**src/rtl/approx_mul_pipe.sv**
```systemverilog
// rtl/approx_mul_pipe.sv - pipelined quadrant approximate multiplier with runtime approximation control
//
// Purpose: splits each W-bit operand into H=W/2 halves, forms the four HxH
// sub-products, truncates each by its own level, then sums them with either
// an exact adder or an adder whose low ADD_CUT bits are combined by OR.
// Every result is compared against the exact product; mismatches delivered
// downstream are tallied in a saturating counter.
//
// Ports:
//   clk, rst_n           rising-edge clock, synchronous active-low reset
//   in_valid/in_ready    operand stream handshake (in_ready = pipeline enable)
//   in_a, in_b           unsigned operands
//   in_lvl               quadrant levels {HH,HL,LH,LL}, HH in the MSBs
//   in_add_ex            1 = exact final adder, 0 = OR-low-bits adder
//   out_valid/out_ready  result stream handshake
//   out_prod             approximate product
//   out_err              out_prod differs from the exact product
//   err_cnt              saturating count of delivered results with out_err=1
//   cnt_clr              synchronous clear of err_cnt (wins over increment)
module approx_mul_pipe #(
    parameter int W       = 8,
    parameter int ADD_CUT = 8,
    parameter int CNTW    = 16,
    localparam int H      = W / 2,
    localparam int LVLW   = $clog2(H + 1)
) (
    input  logic              clk,
    input  logic              rst_n,
    input  logic              in_valid,
    output logic              in_ready,
    input  logic [W-1:0]      in_a,
    input  logic [W-1:0]      in_b,
    input  logic [4*LVLW-1:0] in_lvl,
    input  logic              in_add_ex,
    output logic              out_valid,
    input  logic              out_ready,
    output logic [2*W-1:0]    out_prod,
    output logic              out_err,
    output logic [CNTW-1:0]   err_cnt,
    input  logic              cnt_clr
);

    // Bits at or above ADD_CUT take part in the carry-propagating sum in
    // inexact mode; shifting by the full width yields 0, so ADD_CUT=2W
    // turns the whole result into an OR.
    localparam logic [2*W-1:0] HI_MASK = {(2*W){1'b1}} << ADD_CUT;

    // One enable for the whole pipe: a stalled output freezes every stage,
    // bubbles included.
    logic en;
    assign en       = !out_valid || out_ready;
    assign in_ready = en;

    // Clamp the level to H and clear that many low bits of a sub-product.
    function automatic logic [2*H-1:0] trim(input logic [2*H-1:0] p,
                                            input logic [LVLW-1:0] l);
        logic [LVLW-1:0] lc;
        lc = (l > LVLW'(H)) ? LVLW'(H) : l;
        return p & ({(2*H){1'b1}} << lc);
    endfunction

    // Stage 1: operands and control
    logic              s1_v;
    logic [W-1:0]      s1_a, s1_b;
    logic [4*LVLW-1:0] s1_lvl;
    logic              s1_ex;

    // Stage 2: aligned, truncated partial products
    logic              s2_v;
    logic [2*W-1:0]    s2_phh, s2_phl, s2_plh, s2_pll;
    logic [W-1:0]      s2_a, s2_b;
    logic              s2_ex;

    logic [H-1:0]   ah, al, bh, bl;
    logic [2*H-1:0] hh, hl, lh, ll;

    assign ah = s1_a[W-1:H];
    assign al = s1_a[H-1:0];
    assign bh = s1_b[W-1:H];
    assign bl = s1_b[H-1:0];

    assign hh = trim((2*H)'(ah) * (2*H)'(bh), s1_lvl[4*LVLW-1:3*LVLW]);
    assign hl = trim((2*H)'(ah) * (2*H)'(bl), s1_lvl[3*LVLW-1:2*LVLW]);
    assign lh = trim((2*H)'(al) * (2*H)'(bh), s1_lvl[2*LVLW-1:LVLW]);
    assign ll = trim((2*H)'(al) * (2*H)'(bl), s1_lvl[LVLW-1:0]);

    // Stage 3 combinational: final adder and exact reference
    logic [2*W-1:0] sum_ex, sum_hi, or_lo, prod, exact;

    assign sum_ex = s2_phh + s2_phl + s2_plh + s2_pll;
    // High-part addends have zero low bits, so no carry can come up from
    // the OR-combined region.
    assign sum_hi = (s2_phh & HI_MASK) + (s2_phl & HI_MASK)
                  + (s2_plh & HI_MASK) + (s2_pll & HI_MASK);
    assign or_lo  = (s2_phh | s2_phl | s2_plh | s2_pll) & ~HI_MASK;
    assign prod   = s2_ex ? sum_ex : (sum_hi | or_lo);
    assign exact  = (2*W)'(s2_a) * (2*W)'(s2_b);

    always_ff @(posedge clk) begin
        if (!rst_n) begin
            s1_v      <= 1'b0;
            s1_a      <= '0;
            s1_b      <= '0;
            s1_lvl    <= '0;
            s1_ex     <= 1'b0;
            s2_v      <= 1'b0;
            s2_phh    <= '0;
            s2_phl    <= '0;
            s2_plh    <= '0;
            s2_pll    <= '0;
            s2_a      <= '0;
            s2_b      <= '0;
            s2_ex     <= 1'b0;
            out_valid <= 1'b0;
            out_prod  <= '0;
            out_err   <= 1'b0;
        end else if (en) begin
            s1_v      <= in_valid;
            s1_a      <= in_a;
            s1_b      <= in_b;
            s1_lvl    <= in_lvl;
            s1_ex     <= in_add_ex;
            s2_v      <= s1_v;
            s2_phh    <= {hh, W'(0)};
            s2_phl    <= (2*W)'(hl) << H;
            s2_plh    <= (2*W)'(lh) << H;
            s2_pll    <= (2*W)'(ll);
            s2_a      <= s1_a;
            s2_b      <= s1_b;
            s2_ex     <= s1_ex;
            out_valid <= s2_v;
            out_prod  <= prod;
            out_err   <= (prod != exact);
        end
    end

    always_ff @(posedge clk) begin
        if (!rst_n || cnt_clr) begin
            err_cnt <= '0;
        end else if (out_valid && out_ready && out_err && (err_cnt != {CNTW{1'b1}})) begin
            err_cnt <= err_cnt + 1'b1;
        end
    end

endmodule
```
**config.mk**
```make
export PLATFORM = sky130hd
export DESIGN_NAME = approx_mul_pipe
export DESIGN_NICKNAME = d
export VERILOG_FILES = /design/src/rtl/approx_mul_pipe.sv
export SDC_FILE = /design/constraint.sdc
export NUM_CORES = 1
export LEC_CHECK = 0
export CAP_MARGIN = 10
export CORE_MARGIN = 4
export CORE_UTILIZATION = 50
export CTS_CLUSTER_DIAMETER = 80
export DETAILED_ROUTE_END_ITERATION = 10
export PLACE_DENSITY = 0.81
export SYNTH_ARGS = -nofsm -noshare
export SYNTH_HDL_FRONTEND = slang
export SYNTH_SLANG_ARGS = --single-unit
export TNS_END_PERCENT = 20
```
**constraint.sdc**
```tcl
create_clock -name clk -period 9.7 [get_ports clk]
set_input_delay 0.97 -clock clk [delete_from_list [all_inputs] [get_ports clk]]
set_output_delay 0.97 -clock clk [all_outputs]
set_load 0.02 [all_outputs]
```
==> flow_summary_export.csv, run 1 <==
group,metric,value,unit
pwr,p_leak,4.78,nW
cts,root_buffer,"clkbuf_16",
synthesis,synth_fa_ha_area_share,26.7,%
cts,clk-insertion-delay-late,430,ps
sta,drv_slew,0,
synthesis,synth_top_family_by_area,"adder cells",
synthesis,ys_ff_latch,114,
global_routing,grt_start_max_net_pins,100,
synthesis,synthArstFlopShare,0,%
drt,drt_iter0_markers,537,
critical_path,crit_type,"reg2reg",
pwr,ir_drop,0.112,mV
cts,cts_buffers,17,
floorplanning,die_area,20600,um^2
sta,setup-tns-final,0,ps
cts,cts-resized-gates,0,
critical_path,cp-start-kind,"register",
placement,port-buffer-count,68,
drt,firstDrtPassIters,5,
layout,nets,1313,
hold_path,hold_path_class,"reg2reg",
global_routing,overflow,0,
pwr,power_density,124,nW/um^2
drt,routed_wirelength,20500,um
drt,wire_per_inst,15.1,um
sta,hold_viol,0,
sta,rsz0062_at_grt,"no",
placement,hpwl,15000,um
sta,fin_crit_sh,51.0,%
cts,cts.clk_slew.worst_paths,60,ps
synthesis,ys_types,55,
global_routing,antenna_found_initial,0,
layout,areaGrowthSynthToFinish,14.6,%
floorplanning,start_util,51.0,%
critical_path,critPathMaxFanout,9,
synthesis,synth_fp_nets,1286,
drt,vias,7376,
synthesis,seq_area_frac_synth,24.8,%
run_status,status,"finished, final reports clean",
synthesis,synthXorXnorAreaFrac,5.21,%
global_routing,grt_pass1_vias,7137,
floorplanning,core_region_area,18000,um^2
synthesis,synth_area_leaders,"dfxtp_1 25%, fa_1 14%, ha_1 13%",
layout,drive_gt1_share,3.98,%
placement,routabilityCongestion,0.864,
sta,skew,11.2,ps
synthesis,syn-cell-area,9190,um^2
synthesis,synthCells,1093,
synthesis,syn-mean-instance-area,8.41,um^2
synthesis,synth_area_leader_cell,"dfxtp_1",
placement,dp_slack,4800,ps
sta,clock.fmax,202,MHz
layout,reg_top3,"err_cnt x16, out_prod x16, s1_lvl x12",
synthesis,yosys-mux-area-fraction,0.109,%
floorplanning,die_h,144,um
global_routing,grt_pass1_wl,34600,um
critical_path,endpoint_kind,"register",
layout,layout_commonest_cell,"nand2_1",
synthesis,ys_warn_count,0,
run,maxCapViolations,0,
cts,post_cts_buffers,0,
global_routing,grt_usage,20.8,%
synthesis,synth_simple_gate_area_share,20.5,%
sta,min_period,4950,ps
synthesis,synth_top_area_share,24.8,%
sta,setup_viol,0,
drt,route.detailed.drc,0,
floorplanning,ioPinCount,69,
sta,slew_headroom,43.0,%
floorplanning,rows,49,
drt,ant_nets,0,
sta,fin_ws,4750,ps
cts,cts_tree,"done",
cts,clockBufferDepth,2,
synthesis,synth-compound-area-share,15.7,%
layout,insertedDiodeCount,0,
layout,layout_common_cells,"216 x nand2_1, 114 x dfxtp_1, 106 x inv_1",
synthesis,synth_flop_cell,"dfxtp_1",
cts,cts_hold_buffers,0,
sta,tightest_slew,855,ps
drt,via_per_inst,5.42,
floorplanning,die_w,144,um
synthesis,synth_edf_count,0,
cts,clock-sinks,114,
cts,htree_levels,4,
critical_path,critical_path_arrival,5250,ps
critical_path,cp.required,10010,ps
==> Yosys cell counts (6+ instances only) <==
library cell / count
and3_1: 6
o21a_1: 7
clkbuf_1: 60
nor3_1: 15
a21boi_0: 71
xnor2_1: 18
inv_1: 107
dfxtp_1: 114
fa_1: 62
xor2_1: 22
nand4_1: 6
a21o_1: 14
a21oi_1: 40
nand3_1: 11
or3_1: 9
and2_1: 77
o21ai_0: 32
nor2b_1: 17
nand2_1: 216
ha_1: 97
nor2_1: 18
==> critical path, cell delays in order (launching register included) <==
cell	delay, ps
dfxtp_1	470
nand2_1	140
fa_1	550
fa_1	520
fa_1	520
fa_1	550
inv_1	50
ha_1	390
a2111oi_2	350
o21ai_1	190
a211o_1	290
a21oi_1	200
xnor3_1	260
nor4_2	250
a21oi_1	90
==> power by group <==
part / leakage [nW] / switching [mW] / internal (mW)
Clock: 0.283 / 0.226 / 0.400
Sequential: 0.933 / 0.0311 / 0.488
Combinational: 3.57 / 0.0833 / 0.0777
Total: 4.78 / 0.340 / 0.966
==> routing by layer <==
| metal | track usage, % | vias to the layer above | share of wire [%] |
|---|---|---|---|
| met5 | 0 | - | 0 |
| met4 | 7.09 | 0 | 2.1 |
| met3 | 3.43 | 32 | 5.3 |
| met2 | 32.3 | 200 | 45 |
| met1 | 29.6 | 3505 | 47 |
| li1 | - | 3639 | - |
==> final timing paths <==
path | startpoint | end | slack [ps] | depth (start not counted)
max reg2reg | s2_b[7]$_SDFFE_PN0P_ | out_err$_SDFFE_PN0P_ | 4750 | 14
max | s2_b[7]$_SDFFE_PN0P_ | out_err$_SDFFE_PN0P_ | 4750 | 14
min reg2reg | out_prod[11]$_SDFFE_PN0P_ | out_prod[11]$_SDFFE_PN0P_ | 460 | 2
min | out_prod[11]$_SDFFE_PN0P_ | out_prod[11]$_SDFFE_PN0P_ | 460 | 2
==> layout make-up <==
type / instances / area, um^2
fill: 1570 / 7490
multi-input combinational: 808 / 6270
sequential: 114 / 2280
timing repair buffer: 72 / 706
clock buffer: 21 / 480
inverter: 107 / 402
tap: 229 / 287
clock inverter: 9 / 106
==> kinds of logic (layout without fill, tap and decap cells) <==
kind of cell               count (synthesis)  after routing
muxes                                      1              1
DFF                                      114            114
AOI/OAI and AO/OA                        208            208
buffers and inverters                    171            209
xor gates and xnor gates                  46             46
adders and majority gates                159            159
and+or+nand+nor                          394            394
==> metrics by stage <==
| stage | hold slack [ps] | util [%] | power (mW) | cells | area [um^2] |
|---|---|---|---|---|---|
| after global placement | 451 | 55.2 | 0.683 | 1330 | 9950 |
| after global routing | 478 | 58.4 | 1.35 | 1360 | 10500 |
| after detailed placement | 459 | 55.2 | 0.688 | 1330 | 9950 |
| final | 459 | 58.4 | 1.31 | 1360 | 10500 |
| after CTS | 464 | 58.4 | 1.31 | 1360 | 10500 |
| after floorplan | 441 | - | 0.631 | 1093 | 9190 |
Note: power is estimated with default switching activity, not from simulation.
==> run 2: changes to the inputs <==
==> constraint.sdc (replaced) <==
create_clock -name clk -period 5.01 [get_ports clk]
set_input_delay 0.501 -clock clk [delete_from_list [all_inputs] [get_ports clk]]
set_output_delay 0.501 -clock clk [all_outputs]
set_load 0.02 [all_outputs]
==> run 2 against run 1 <==
  * Sequential share of layout area fell by 0.11 points
  * Fmax rose by 6.0%
  * First-iteration DRC count fell by 16%
  * Critical path depth did not move
  * Wire length rose by 2.7%
  * Clock skew barely moved
  * Via count fell by 0.65%
  * Global-route usage rose by 0.69 points
  * Cell count rose by 0.59%
  * Hold slack improved by 6.4 ps
  * Critical path type unchanged
  * Critical endpoint unchanged
  * Largest power group unchanged
==> flow_summary_export.csv, run 2 (synthesis results as in run 1) <==
group,metric,value,unit
run_status,status,"finished, final reports clean",
global_routing,grt_pass1_vias,7380,
layout,areaGrowthSynthToFinish,15.9,%
critical_path,cp.required,5320,ps
pwr,p_leak,4.84,nW
cts,htree_levels,4,
placement,routabilityCongestion,0.881,
critical_path,crit_slowest_cell,"fa_1",
cts,root_buffer,"clkbuf_16",
sta,hold-worst-slack,466,ps
floorplanning,rows,49,
drt,route.detailed.drc,0,
placement,dp_slack,207,ps
run,maxCapViolations,0,
global_routing,antenna_found_initial,0,
sta,setup-tns-final,0,ps
critical_path,crit_path_frequent_cell,"fa_1",
global_routing,grt_usage,21.5,%
drt,ant_nets,0,
cts,cts.clk_slew.worst_paths,60,ps
layout,fin_util,59.1,%
pwr,swShare,26.5,%
sta,skew,11.1,ps
drt,firstDrtPassIters,5,
cts,cts_buffers,17,
floorplanning,die_w,144,um
sta,hold_viol,0,
placement,dpl.cell_count,1336,
pwr,switchingPower,0.701,mW
drt,drt_iter0_markers,452,
sta,drv_slew,0,
layout,layout_common_cells,"216 x nand2_1, 106 x inv_1, 106 x dfxtp_1",
pwr,power_density,249,nW/um^2
sta,slew_headroom,48.8,%
sta,tightest_slew,768,ps
floorplanning,die_h,144,um
cts,cts_hold_buffers,0,
layout,nets,1319,
hold_path,hold_path_class,"reg2reg",
critical_path,critPathMaxFanout,9,
pwr,pwr-share-seq,37.8,%
layout,reg_top3,"err_cnt x16, out_prod x16, s1_lvl x12",
drt,routed_wirelength,21000,um
placement,hpwl,15700,um
sta,rsz0062_at_grt,"no",
floorplanning,core_region_area,18000,um^2
cts,cts_tree,"done",
sta,fin_ws,344,ps
critical_path,critical_path_arrival,4980,ps
global_routing,grt_pass1_wl,35400,um
floorplanning,ioPinCount,69,
layout,drive_gt1_share,5.44,%
critical_path,crit_chain,"nand2_1 > fa_1 > fa_1 > fa_1 > fa_1 > inv_1 > ha_1 > o21a_1 > o2111a_1 > a211o_1 > a21oi_1 > xnor3_1 > nor4_2 > a21oi_1",
critical_path,cp-start-kind,"register",
floorplanning,die_area,20600,um^2
global_routing,overflow,0,
sta,clock.fmax,214,MHz
sta,fin_crit_sh,93.1,%
pwr,internal_power,1.95,mW
critical_path,crit_type,"reg2reg",
drt,wire_per_inst,15.4,um
layout,insertedDiodeCount,0,
floorplanning,start_util,51.0,%
cts,clk-insertion-delay-late,430,ps
layout,layout_commonest_cell,"nand2_1",
sta,min_period,4670,ps
placement,port-buffer-count,68,
drt,vias,7328,
critical_path,cpPeakStageDelay,540,ps
drt,via_per_inst,5.36,
sta,setup_viol,0,
cts,clockBufferDepth,2,
pwr,comb_power_share,12.0,%
pwr,ir_drop,0.262,mV
global_routing,grt_start_max_net_pins,75,
pwr,power_frac_clock,50.2,%
layout,fin_cells,1368,
cts,clock-sinks,114,
critical_path,endpoint_kind,"register",
==> run 2: changes by cell type in the layout (fill, tap and decap cells not counted), sizes merged <==
cell | before | now
bufinv | 2 | 4
clkinv | 4 | 3
inv | 107 | 111
clkbuf | 21 | 18
buf | 5 | 11
==> run 2: power groups by stage <==
stage / Combinational, mW / Clock, mW / Sequential, mW
global route: 0.360 / 1.38 / 1.01
global placement: 0.307 / 0 / 1.02
CTS: 0.320 / 1.34 / 1.00
finish: 0.318 / 1.33 / 1.00
floorplan: 0.229 / 0 / 0.994
detailed placement: 0.315 / 0 / 1.02
==> run 2: layer usage <==
| layer | vias up | global-route usage (%) | wire length [um] |
|---|---|---|---|
| li1 | 3645 | - | - |
| met1 | 3505 | 29.3 | 10000 |
| met2 | 149 | 35.0 | 9750 |
| met3 | 29 | 4.36 | 922 |
| met4 | 0 | 5.75 | 310 |
| met5 | - | 0 | 0 |
==> run 2: layout make-up <==
| cell class | instances | area, um^2 |
|---|---|---|
| clock buffer | 18 | 439 |
| clock inverter | 14 | 200 |
| fill | 1553 | 7380 |
| inverter | 107 | 402 |
| multi-input combinational | 808 | 6270 |
| sequential | 114 | 2290 |
| tap | 229 | 287 |
| timing repair buffer | 78 | 751 |
==> run 2: path summary, 6_finish.rpt <==
path	from	end	slack, ps	cells past startpoint
worst max-delay path	s2_a[2]$_SDFFE_PN0P_	out_err$_SDFFE_PN0P_	340	14
worst min register to register	out_prod[14]$_SDFFE_PN0P_	out_prod[14]$_SDFFE_PN0P_	470	2
worst max register to register	s2_a[2]$_SDFFE_PN0P_	out_err$_SDFFE_PN0P_	340	14
worst min-delay path	out_prod[14]$_SDFFE_PN0P_	out_prod[14]$_SDFFE_PN0P_	470	2
==> run 2: critical path, delay by kind of cell, from the launching register on <==
family,cells,cell delay [ps]
flops,1,420
xor+xnor,1,240
fa+ha+maj,5,2440
buf+inv,1,40
simple gates,2,360
compound gates,5,1060
==> run 2: per-stage QoR <==
step / instance area [um^2] / total power [mW]
after floorplan: 9190 / 1.22
after global placement: 9990 / 1.33
after detailed placement: 9990 / 1.34
after CTS: 10600 / 2.66
after global routing: 10600 / 2.75
final: 10600 / 2.65
==> run 2: timing repair <==
action | CTS | global route
setup buffers | 0 | 0
resized for setup | 0 | 10
endpoints found under the setup margin | 0 | 1
==> run 3: changes to the inputs <==
--- a/config.mk
+++ b/config.mk
@@ -5,6 +5,7 @@
 export SDC_FILE = /design/constraint.sdc
 export NUM_CORES = 1
 export LEC_CHECK = 0
+export ABC_AREA = 1
 export CAP_MARGIN = 10
 export CORE_MARGIN = 4
 export CORE_UTILIZATION = 50
==> run 3 against run 2 <==
  * Non-clock buffer count fell by 7
  * Clock skew shrank 3.7 ps
  * Clock power is 5% lower
  * Combinational power increased by 35%
  * First-iteration DRC count rose by 45%
==> flow_summary_export.csv, run 3 <==
group,metric,value,unit
critical_path,cp-start-kind,"register",
global_routing,grt_start_max_net_pins,82,
critical_path,critical_path_arrival,4740,ps
drt,routed_wirelength,24300,um
layout,layout_common_cells,"310 x nand2_1, 271 x inv_1, 126 x nor2_1",
layout,areaGrowthSynthToFinish,14.2,%
floorplanning,rows,50,
synthesis,yosysMostFrequentCell,"nand2_1",
cts,cts.clk_slew.worst_paths,60,ps
synthesis,syn-cell-area,9560,um^2
global_routing,grt_usage,23.3,%
floorplanning,die_area,21400,um^2
critical_path,crit_chain,"nand2_1 > fa_1 > fa_1 > fa_1 > fa_1 > inv_1 > ha_1 > a21oi_2 > nor2_2 > nor2_4 > nand2_2 > nand2_2 > nand2_1 > nand2_1 > nand2_1 > nand2_1 > nand2_1 > inv_1 > nand2_1 > nor2_1 > nor2_1",
cts,cts-resized-gates,0,
synthesis,synthXorXnorAreaFrac,1.83,%
sta,rsz0062_at_grt,"no",
sta,setup-tns-final,0,ps
drt,vias,8593,
synthesis,synthArstFlopShare,0,%
synthesis,synth_area_leader_cell,"dfxtp_1",
sta,hold_viol,0,
synthesis,synth_flop_cell,"dfxtp_1",
cts,clk-insertion-delay-late,420,ps
layout,multi_input_comb_area,5980,um^2
sta,skew,7.35,ps
cts,clockBufferDepth,2,
synthesis,synth_edf_count,0,
synthesis,synth_area_leaders,"dfxtp_1 24%, fa_1 13%, ha_1 13%",
layout,layout_commonest_cell,"nand2_1",
layout,insertedDiodeCount,0,
pwr,ir_drop,0.251,mV
synthesis,ys_types,42,
sta,drv_slew,0,
floorplanning,start_util,51.0,%
placement,placed_area,10300,um^2
synthesis,synthTopCellsByCount,"311 x nand2_1, 272 x inv_1, 126 x nor2_1",
synthesis,yosys-mux-area-fraction,0,%
layout,drive_gt1_share,5.14,%
cts,post_cts_buffers,0,
floorplanning,die_w,146,um
layout,nets,1582,
synthesis,synth_top_area_share,23.9,%
synthesis,synth_fa_ha_area_share,25.7,%
sta,clock.fmax,226,MHz
cts,cts_tree,"done",
synthesis,ys_ff_latch,114,
synthesis,synth_simple_gate_area_share,22.7,%
placement,port-buffer-count,68,
cts,cts_hold_buffers,0,
drt,firstDrtPassIters,5,
cts,root_buffer,"clkbuf_16",
critical_path,crit_slowest_cell,"fa_1",
synthesis,synth-compound-area-share,12.2,%
sta,slew_headroom,47.1,%
global_routing,antenna_found_initial,0,
sta,tightest_slew,793,ps
sta,min_period,4430,ps
layout,seqCellArea,2280,um^2
critical_path,critPathTopFamily,"adder cells",
cts,htree_levels,4,
global_routing,grt_pass1_wl,40800,um
drt,route.detailed.drc,0,
floorplanning,core_region_area,18800,um^2
cts,clock-sinks,114,
pwr,power_density,249,nW/um^2
synthesis,ys_warn_count,0,
synthesis,synth_fp_nets,1558,
drt,ant_nets,0,
pwr,p_leak,5.89,nW
global_routing,overflow,0,
drt,via_per_inst,5.25,
run_status,status,"finished, final reports clean",
sta,setup_viol,0,
synthesis,synthCells,1365,
run,maxCapViolations,0,
synthesis,synth_top_family_by_area,"adder cells",
synthesis,syn-mean-instance-area,7.01,um^2
critical_path,critPathMaxFanout,9,
critical_path,crit_path_frequent_cell,"nand2_1",
critical_path,cpPeakStageDelay,550,ps
critical_path,crit_type,"reg2reg",
layout,reg_top3,"err_cnt x16, out_prod x16, s1_lvl x12",
global_routing,grt_pass1_vias,8553,
layout,fin_util,58.2,%
hold_path,hold_path_class,"in2reg",
critical_path,cp.required,5320,ps
critical_path,path_buf_inv,2,
sta,fin_crit_sh,88.5,%
drt,drt_iter0_markers,657,
layout,n_fill_cell,1668,
layout,design_area,10900,um^2
floorplanning,ioPinCount,69,
critical_path,endpoint_kind,"register",
placement,routabilityCongestion,0.917,
drt,wire_per_inst,14.9,um
cts,cts_buffers,17,
floorplanning,die_h,146,um
placement,hpwl,18100,um
synthesis,seq_area_frac_synth,23.9,%
[run 3: cell types whose count changed after synthesis, moves of 26 or more]
cell      delta
a21boi_0    -71
a21oi_1     +26
and2_1      -77
inv_1      +165
nand2_1     +95
nand3_1     +32
nor2_1     +108
o21ai_0     +52
[run 3: layout make-up]
class,instances,share of cell area [%]
multi-input combinational,906,54.7
sequential,114,20.9
inverter,279,9.61
timing repair buffer,71,6.51
clock buffer,18,4.02
tap,234,2.68
clock inverter,14,1.54
[run 3: power by group]
part / leakage, nW / internal, mW / total [mW] / switching [mW]
registers: 0.935 / 0.955 / 1.03 / 0.0744
clock network: 0.293 / 0.762 / 1.26 / 0.502
logic: 4.67 / 0.174 / 0.430 / 0.256
[run 3: path summary, 6_finish.rpt]
kind	startpoint	end	slack (ps)	depth (start not counted)
hold reg to reg	err_cnt[4]$_SDFFE_PP0P_	err_cnt[4]$_SDFFE_PP0P_	460	2
setup / recovery	s2_a[1]$_SDFFE_PN0P_	out_err$_SDFFE_PN0P_	580	21
setup reg to reg	s2_a[1]$_SDFFE_PN0P_	out_err$_SDFFE_PN0P_	580	21
hold / removal	rst_n	s1_lvl[11]$_SDFFE_PN0P_	390	3
[run 3: logic make-up after synthesis]
| kind of cell | after synthesis |
|---|---|
| XOR/XNOR | 20 |
| AO/OA/AOI/OAI | 204 |
| flip-flops | 114 |
| adder cells (fa/ha/maj) | 159 |
| buffers and inverters | 345 |
| AND/OR/NAND/NOR | 523 |
[run 3: worst reg2reg max path: cells and delay by family (launching register included)]
| family | cells | cell delay [ps] |
|---|---|---|
| compound gates | 1 | 280 |
| fa+ha+maj | 5 | 2520 |
| buf+inv | 2 | 90 |
| flops | 1 | 500 |
| simple gates | 13 | 940 |
[run 3: per-stage QoR]
| step | setup WS, ps | std cells | hold WS [ps] | power [mW] |
|---|---|---|---|---|
| after floorplan | 819 | 1365 | 435 | 1.32 |
| after global placement | 702 | 1604 | 447 | 1.45 |
| after detailed placement | 593 | 1604 | 458 | 1.47 |
| after CTS | 571 | 1636 | 384 | 2.73 |
| after global routing | 301 | 1636 | 391 | 2.85 |
| final | 577 | 1636 | 391 | 2.72 |
[run 3: metal layers]
layer / routed length (um) / GRT usage (%) / vias up
met2: 12100 / 40.6 / 244
li1: - / - / 4265
met5: 0 / 0 / -
met1: 10400 / 29.0 / 4028
met4: 629 / 8.33 / 0
met3: 1200 / 3.85 / 56
